==> config.mk <==
export PLATFORM = sky130hd
export DESIGN_NAME = shift_right_sequential_flat
export DESIGN_NICKNAME = d
export VERILOG_FILES = /design/src/rtl/shift_right_sequential_if.sv /design/src/rtl/shift_right_sequential.sv /design/src/flat_wrapper.sv
export SDC_FILE = /design/constraint.sdc
export NUM_CORES = 1
export LEC_CHECK = 0
export ABC_CLOCK_PERIOD_IN_PS = 3900
export BUFFER_PORTS_ARGS = -buffer_cell sky130_fd_sc_hd__buf_2
export CORE_ASPECT_RATIO = 0.6
export CORE_UTILIZATION = 25
export CTS_BUF_LIST = sky130_fd_sc_hd__clkbuf_16
export CTS_CLUSTER_SIZE = 25
export DETAILED_ROUTE_END_ITERATION = 10
export PLACE_DENSITY = 0.4
export SYNTH_ARGS = -nofsm -noshare
export SYNTH_HDL_FRONTEND = slang
export SYNTH_SLANG_ARGS = --single-unit
==> constraint.sdc <==
create_clock -name clk -period 3.9 [get_ports clk]
set_input_delay 0 -clock clk [delete_from_list [all_inputs] [get_ports clk]]
set_output_delay 0 -clock clk [all_outputs]
set_load 0.005 [all_outputs]
==> src/rtl/shift_right_sequential_if.sv <==
// Operand and result handshake bundle for the sequential right shifter.
// master drives operands and accepts results; slave is the shifter itself.
interface shift_right_sequential_if #(
    parameter int N = 32
);
    localparam int L = $clog2(N);

    logic         in_valid;
    logic         in_ready;
    logic [N-1:0] in;
    logic [L-1:0] shamt;
    logic         arith;
    logic         out_valid;
    logic         out_ready;
    logic [N-1:0] out;
    logic         busy;

    modport master (
        output in_valid, in, shamt, arith, out_ready,
        input  in_ready, out_valid, out, busy
    );

    modport slave (
        input  in_valid, in, shamt, arith, out_ready,
        output in_ready, out_valid, out, busy
    );
endinterface

==> src/rtl/shift_right_sequential.sv <==
// Multi-cycle logical/arithmetic right shifter: one power-of-two barrel step per clock,
// always L steps per operation so latency is independent of the shift amount.
module shift_right_sequential #(
    parameter int N = 32
) (
    input  logic                  clk,
    input  logic                  rst,
    shift_right_sequential_if.slave bus
);
    localparam int L = $clog2(N);
    localparam logic [L-1:0] LAST_STAGE = L[L-1:0] - 1'b1;

    typedef enum logic [1:0] {
        IDLE,
        SHIFT,
        DONE
    } state_t;

    state_t       state_reg;
    logic [N-1:0] work_reg;
    logic [N-1:0] out_reg;
    logic [L-1:0] shamt_reg;
    logic [L-1:0] stage_reg;
    logic         arith_reg;
    logic         sign_reg;
    logic         out_valid_reg;

    logic         fill;
    logic [N-1:0] stage_shift [L];
    logic [N-1:0] work_next;

    // Fill comes from the operand's original sign bit, not the partially shifted word.
    assign fill = arith_reg & sign_reg;

    generate
        for (genvar gi = 0; gi < L; gi++) begin : g_stage
            assign stage_shift[gi] = {{(2**gi){fill}}, work_reg[N-1:2**gi]};
        end
    endgenerate

    assign work_next = shamt_reg[stage_reg] ? stage_shift[stage_reg] : work_reg;

    always_ff @(posedge clk or posedge rst) begin
        if (rst) begin
            state_reg     <= IDLE;
            work_reg      <= '0;
            out_reg       <= '0;
            shamt_reg     <= '0;
            stage_reg     <= '0;
            arith_reg     <= 1'b0;
            sign_reg      <= 1'b0;
            out_valid_reg <= 1'b0;
        end else begin
            case (state_reg)
                IDLE: begin
                    if (bus.in_valid) begin
                        work_reg  <= bus.in;
                        shamt_reg <= bus.shamt;
                        arith_reg <= bus.arith;
                        sign_reg  <= bus.in[N-1];
                        stage_reg <= '0;
                        state_reg <= SHIFT;
                    end
                end
                SHIFT: begin
                    work_reg <= work_next;
                    if (stage_reg == LAST_STAGE) begin
                        out_reg       <= work_next;
                        out_valid_reg <= 1'b1;
                        stage_reg     <= '0;
                        state_reg     <= DONE;
                    end else begin
                        stage_reg <= stage_reg + 1'b1;
                    end
                end
                DONE: begin
                    if (bus.out_ready) begin
                        out_valid_reg <= 1'b0;
                        state_reg     <= IDLE;
                    end
                end
                default: state_reg <= IDLE;
            endcase
        end
    end

    assign bus.in_ready  = (state_reg == IDLE);
    assign bus.busy      = (state_reg != IDLE);
    assign bus.out_valid = out_valid_reg;
    assign bus.out       = out_reg;
endmodule
==> src/flat_wrapper.sv <==
// flat-port wrapper written by rule: the top's interface ports become plain ports
module shift_right_sequential_flat 
#(
    parameter int N = 32
)
  (clk, rst, bus_in_valid, bus_in, bus_shamt, bus_arith, bus_out_ready, bus_in_ready, bus_out_valid, bus_out, bus_busy);
  shift_right_sequential_if #(.N(N)) bus_i ();
  input  logic clk;
  input  logic rst;
  input wire logic [$bits(bus_i.in_valid)-1:0] bus_in_valid;
  input wire logic [$bits(bus_i.in)-1:0] bus_in;
  input wire logic [$bits(bus_i.shamt)-1:0] bus_shamt;
  input wire logic [$bits(bus_i.arith)-1:0] bus_arith;
  input wire logic [$bits(bus_i.out_ready)-1:0] bus_out_ready;
  output wire logic [$bits(bus_i.in_ready)-1:0] bus_in_ready;
  output wire logic [$bits(bus_i.out_valid)-1:0] bus_out_valid;
  output wire logic [$bits(bus_i.out)-1:0] bus_out;
  output wire logic [$bits(bus_i.busy)-1:0] bus_busy;
  assign bus_i.in_valid = bus_in_valid;
  assign bus_i.in = bus_in;
  assign bus_i.shamt = bus_shamt;
  assign bus_i.arith = bus_arith;
  assign bus_i.out_ready = bus_out_ready;
  assign bus_in_ready = bus_i.in_ready;
  assign bus_out_valid = bus_i.out_valid;
  assign bus_out = bus_i.out;
  assign bus_busy = bus_i.busy;
  shift_right_sequential #(.N(N)) u_core (.clk(clk), .rst(rst), .bus(bus_i));
endmodule
==> metrics.yaml, run 1 <==
run_status:
  status: "completed"
yosys:
  yosysWarnings: 0
  yosysUniqueCellTypes: 48
  async_flop_share: 1.00
  seq_area_frac_synth: 0.402
  yosys_most_used_dff: "dfrtp_1"
  synth_nets: 596
  synth.top_cell.area_share: 0.402
  synth_seq_cells: 79
  synth_top_area_cell: "dfrtp_1"
  syn-mean-instance-area_um2: 8.90
  synth_edf_count: 0
  yosys-top-cells-area: "dfrtp_1 40%, mux4_2 5.0%, nand2_1 4.7%"
  netlist_instances: 552
  synthesis.area_um2: 4910
clock_tree:
  clock-sinks: 79
  tritoncts: "yes"
  hold_buffers: 25
  clk_path_buf_depth: 2
  post_cts_buffers: 0
  clock_tree.root_cell: "clkbuf_16"
  cts_buffers: 9
  clock_latency_ps: 350
  cts_max_level: 3
  clkSlewWorstSetupHoldPaths_ps: 60
  cts_resized: 0
power:
  p_total_mw: 5.98
  peakVddDrop_mv: 0.352
  power_density_nw_per_um2: 979
  p_leak_nw: 2.60
global_route:
  grt_pass1_wl_um: 28200
  grt-ovfl-total: 0
  antenna_found_initial: 0
  grt_max_degree: 55
  grt_pass1_vias: 4564
  grtUsageTotal: 0.184
timing:
  period_minus_slack_ps: 2710
  finClkSkew_ps: 8.59
  rsz0062_at_grt: "no"
  worst_slew_pin_slew_ps: 1160
  finalCritPeriodShare: 0.696
  setup_viol: 0
  timing.slew.headroom: 0.221
  tns_ps: 0
  hold_viol: 0
  finalMaxSlewViolations: 0
  max_freq_mhz: 368
cells_and_area:
  layout_commonest_cell: "dfrtp_1"
  final_cell_mix: "77 x dfrtp_1, 76 x buf_2, 61 x nand2_1"
  final_util: 0.319
  area_growth_pct: 24.3
  finish.instance_area_um2: 6110
  fin_nets: 673
  instances_no_fill: 900
  antenna_cells: 0
  drive_above_1_share: 0.213
floorplan:
  start_util: 0.257
  die-area_um2: 20200
  coreArea_um2: 19100
  die_w_um: 183
  rows: 39
  io_pins: 77
  chipHeight_um: 111
place:
  place_inst: 859
  io_buffers: 76
  gp_congestion: 0.850
  dpl.hpwl_um: 12900
  placed_area_um2: 5520
route:
  wirelength_um: 18000
  drt-vias-per-instance: 5.24
  dr.first_iter.drc_count: 409
  dr_wl_met3_um: 1160
  wirelength_met1_um: 9900
  highest_layer: "met4"
  wl_met2_um: 6830
  firstDrtPassIters: 8
  dr_total_vias: 4716
  ant_nets: 0
  drc: 0
  post_drt_wl_per_cell_um: 20.0
setup_path:
  cp_data_arrival_time_ps: 2930
  slowest_delay_ps: 790
  crit_type: "flip-flop to flip-flop"
  path_cells: "mux2i_1 -> o22ai_2 -> or2_1 -> buf_4 -> and2_1 -> o31ai_1"
  crit_required_ps: 4120
  slowest_stage: "dfrtp_2"
  start_kind: "flip-flop"
  end_kind: "flip-flop"
  critPathMaxFanout: 31
min_path:
  hold_class: "input pin to flip-flop"
flow_run:
  max_cap_viol_count: 0
[where the power goes]
part | total [mW] | internal (mW) | switching [mW] | leakage (nW)
clock network | 0.982 | 0.621 | 0.360 | 0.163
registers | 1.78 | 1.21 | 0.569 | 0.961
logic | 3.23 | 1.36 | 1.87 | 1.48
total | 5.98 | 3.19 | 2.80 | 2.60
[per-stage QoR]
step           hold WS, ps  setup slack (ps)
4_1_cts               22.3              1200
3_3_place_gp           192              1330
2_1_floorplan         86.3              1620
6_report              19.2              1190
3_5_place_dp           198              1210
5_1_grt               58.7               933
[area by class of cell]
| type | count | area, µm² |
|---|---|---|
| Fill cell | 2036 | 13000 |
| Multi-Input combinational cell | 413 | 2680 |
| Sequential cell | 79 | 1980 |
| Timing Repair Buffer | 117 | 751 |
| Tap cell | 266 | 333 |
| Clock buffer | 9 | 225 |
| Clock inverter | 7 | 111 |
| Inverter | 9 | 35.0 |
[layer usage]
| metal | track usage | vias up |
|---|---|---|
| met4 | 0.0350 | 0 |
| met5 | 0 | - |
| met3 | 0.0429 | 14 |
| met2 | 0.235 | 153 |
| met1 | 0.302 | 2360 |
| li1 | - | 2189 |
[worst max-delay path, delay by kind of cell (launching register included)]
family	cells	cell delay [ps]
flops	1	790
buf+inv	1	410
compound gates	2	400
mux	1	210
simple gates	2	770
[Yosys cell counts, types with 9 or more instances]
library cell and count:
dfrtp_1 79, nand2_1 61, nor2_1 60, a21oi_1 45, o21ai_0 27, clkbuf_1 25
buf_2 20, o22ai_1 20, mux2i_1 18, nand2b_1 17, o31ai_1 13, a31oi_1 12
o21ai_1 12, mux4_2 11, mux2_2 10, nand3b_1 10, o22a_1 10, a221o_1 9
inv_1 9
[cell families after synthesis]
logic type,synth area share
buffers and inverters,0.0532
AOI/OAI and AO/OA,0.268
DFF,0.402
adders and majority gates,0.00509
and+or+nand+nor,0.162
muxes,0.110
[path summary, 6_finish.rpt]
| check | start | endpoint | slack, ps | cells past startpoint |
|---|---|---|---|---|
| setup / recovery | u_core.stage_reg[0] | u_core.bus.out[23] | 1190 | 6 |
| hold / removal | bus_in[27] | u_core.work_reg[27] | 20 | 3 |
| max in group asynchronous | rst | u_core.stage_reg[1] | 2520 | 4 |
| min in group asynchronous | rst | u_core.bus.out[18] | 410 | 3 |
| setup reg to reg | u_core.stage_reg[0] | u_core.bus.out[23] | 1190 | 6 |
| hold reg to reg | u_core.arith_reg | u_core.arith_reg | 470 | 2 |
(Power assumes the default switching activity.)
==> inputs of run 2 (changes only) <==
ABC_CLOCK_PERIOD_IN_PS = 2200   (was 3900)
PLACE_DENSITY = 0.41   (was 0.4)
clock period = 2.2 ns   (was 3.9 ns; I/O delays follow)
==> run 2 against run 1 <==
  * Fmax is 32% higher
  * Clock skew decreased by 0.80 ps
  * Setup slack got worse by 1000 ps
  * Count of clock-buffer cells in the layout unchanged
  * First-iteration DRC count is 6.4% lower
  * Routed wire length increased by 0.70%
  * Die area stayed put
  * Critical endpoint is now u_core.work_reg[31]
==> metrics.yaml, run 2 (synthesis gave the netlist of run 1 again) <==
global_route:
  grt_pass1_vias: 4616
  grtUsageTotal: 0.185
  grt_max_degree: 43
  antenna_found_initial: 0
  grt-ovfl-total: 0
  grt_pass1_wl_um: 28400
setup_path:
  rr_startpoint: "u_core.stage_reg[1]"
  crit_required_ps: 2430
  critPathMaxFanout: 36
  r2r_cells: 6
  end_kind: "flip-flop"
  startpoint: "u_core.stage_reg[1]"
  crit_type: "flip-flop to flip-flop"
  cp-endpoint: "u_core.work_reg[31]"
  rrSetupSlack_ps: 150
  reg2reg_to: "u_core.work_reg[31]"
  cp_data_arrival_time_ps: 2280
  start_kind: "flip-flop"
cells_and_area:
  antenna_cells: 0
  layout_commonest_cell: "dfrtp_1"
  fin_nets: 698
  drive_above_1_share: 0.243
  area_growth_pct: 29.0
  instances_no_fill: 925
  final_cell_mix: "77 x dfrtp_1, 76 x buf_2, 61 x nand2_1"
timing:
  finalCritPeriodShare: 0.932
  hold_viol: 0
  finClkSkew_ps: 7.79
  tns_ps: 0
  timing.slew.headroom: 0.484
  max_freq_mhz: 488
  finalMaxSlewViolations: 0
  setup_viol: 0
  rsz0062_at_grt: "no"
  period_minus_slack_ps: 2050
  worst_slew_pin_slew_ps: 773
floorplan:
  coreArea_um2: 19100
  die-area_um2: 20200
  start_util: 0.257
  io_pins: 77
  rows: 39
  chipHeight_um: 111
  die_w_um: 183
route:
  drt-vias-per-instance: 5.11
  post_drt_wl_per_cell_um: 19.6
  drc: 0
  wirelength_um: 18200
  dr_total_vias: 4726
  dr.first_iter.drc_count: 383
  firstDrtPassIters: 5
  ant_nets: 0
min_path:
  worstHoldStart: "bus_in[19]"
  hold_class: "input pin to flip-flop"
power:
  p_total_mw: 10.8
  peakVddDrop_mv: 0.599
  p_leak_nw: 2.73
  power_density_nw_per_um2: 1710
place:
  io_buffers: 76
  place_inst: 883
  dpl.hpwl_um: 13500
  gp_congestion: 0.845
clock_tree:
  cts_resized: 0
  tritoncts: "yes"
  cts_max_level: 3
  cts_buffers: 9
  clock-sinks: 79
  clkSlewWorstSetupHoldPaths_ps: 70
  clock_latency_ps: 350
  clk_path_buf_depth: 2
  clock_tree.root_cell: "clkbuf_16"
run_status:
  status: "completed"
flow_run:
  max_cap_viol_count: 0
[run 2: routing by layer]
layer  part of all wire  up-vias  GRT usage
li1                   -     2237          -
met1               0.55     2338      0.302
met2               0.38      135      0.238
met3              0.064       16     0.0465
met4             0.0070        0     0.0344
met5                  0        -          0
[run 2: worst min path at each step]
stage / cells past startpoint / slack, ps / to
2_1_floorplan: 1 / 90 / u_core.state_reg[1]
3_3_place_gp: 2 / 160 / u_core.bus.out[19]
3_5_place_dp: 2 / 160 / u_core.bus.out[19]
4_1_cts: 4 / 90 / u_core.work_reg[18]
5_1_grt: 3 / 130 / u_core.sign_reg
6_report: 4 / 100 / u_core.work_reg[19]
[run 2: report_power, final]
group          switching, mW  total [mW]  internal [mW]
Clock                  0.651        1.53          0.881
Sequential             0.948        3.09           2.14
Combinational           3.42        6.20           2.78
Total                   5.02        10.8           5.80
[run 2: what timing repair did]
action                    CTS  global route
hold buffers               26             0
buffers inserted            0             0
hold endpoints to repair   67             0
[run 2: stage by stage]
| step | utilization | worst slack, ps | cell area (µm²) | hold WS [ps] |
|---|---|---|---|---|
| global route | 0.331 | 33.8 | 6340 | 130 |
| detailed placement | 0.302 | 147 | 5780 | 162 |
| floorplan | - | 54.6 | 4920 | 86.3 |
| global placement | 0.302 | 167 | 5780 | 156 |
| CTS | 0.331 | 145 | 6340 | 89.9 |
| finish | 0.331 | 150 | 6340 | 97.8 |
[run 2: cell type report]
cell class / instances / area [µm²]
Fill cell: 2013 / 12800
Clock buffer: 9 / 225
Clock inverter: 7 / 73.8
Inverter: 9 / 35.0
Tap cell: 266 / 333
Multi-Input combinational cell: 413 / 2680
Sequential cell: 79 / 1980
Timing Repair Buffer: 142 / 1020
[run 2: critical path, stage by stage (launching register included)]
cell	delay (ps)
dfrtp_2	440
buf_12	180
or2_1	230
o22ai_2	220
nor2_1	120
a21o_1	350
a221o_1	400
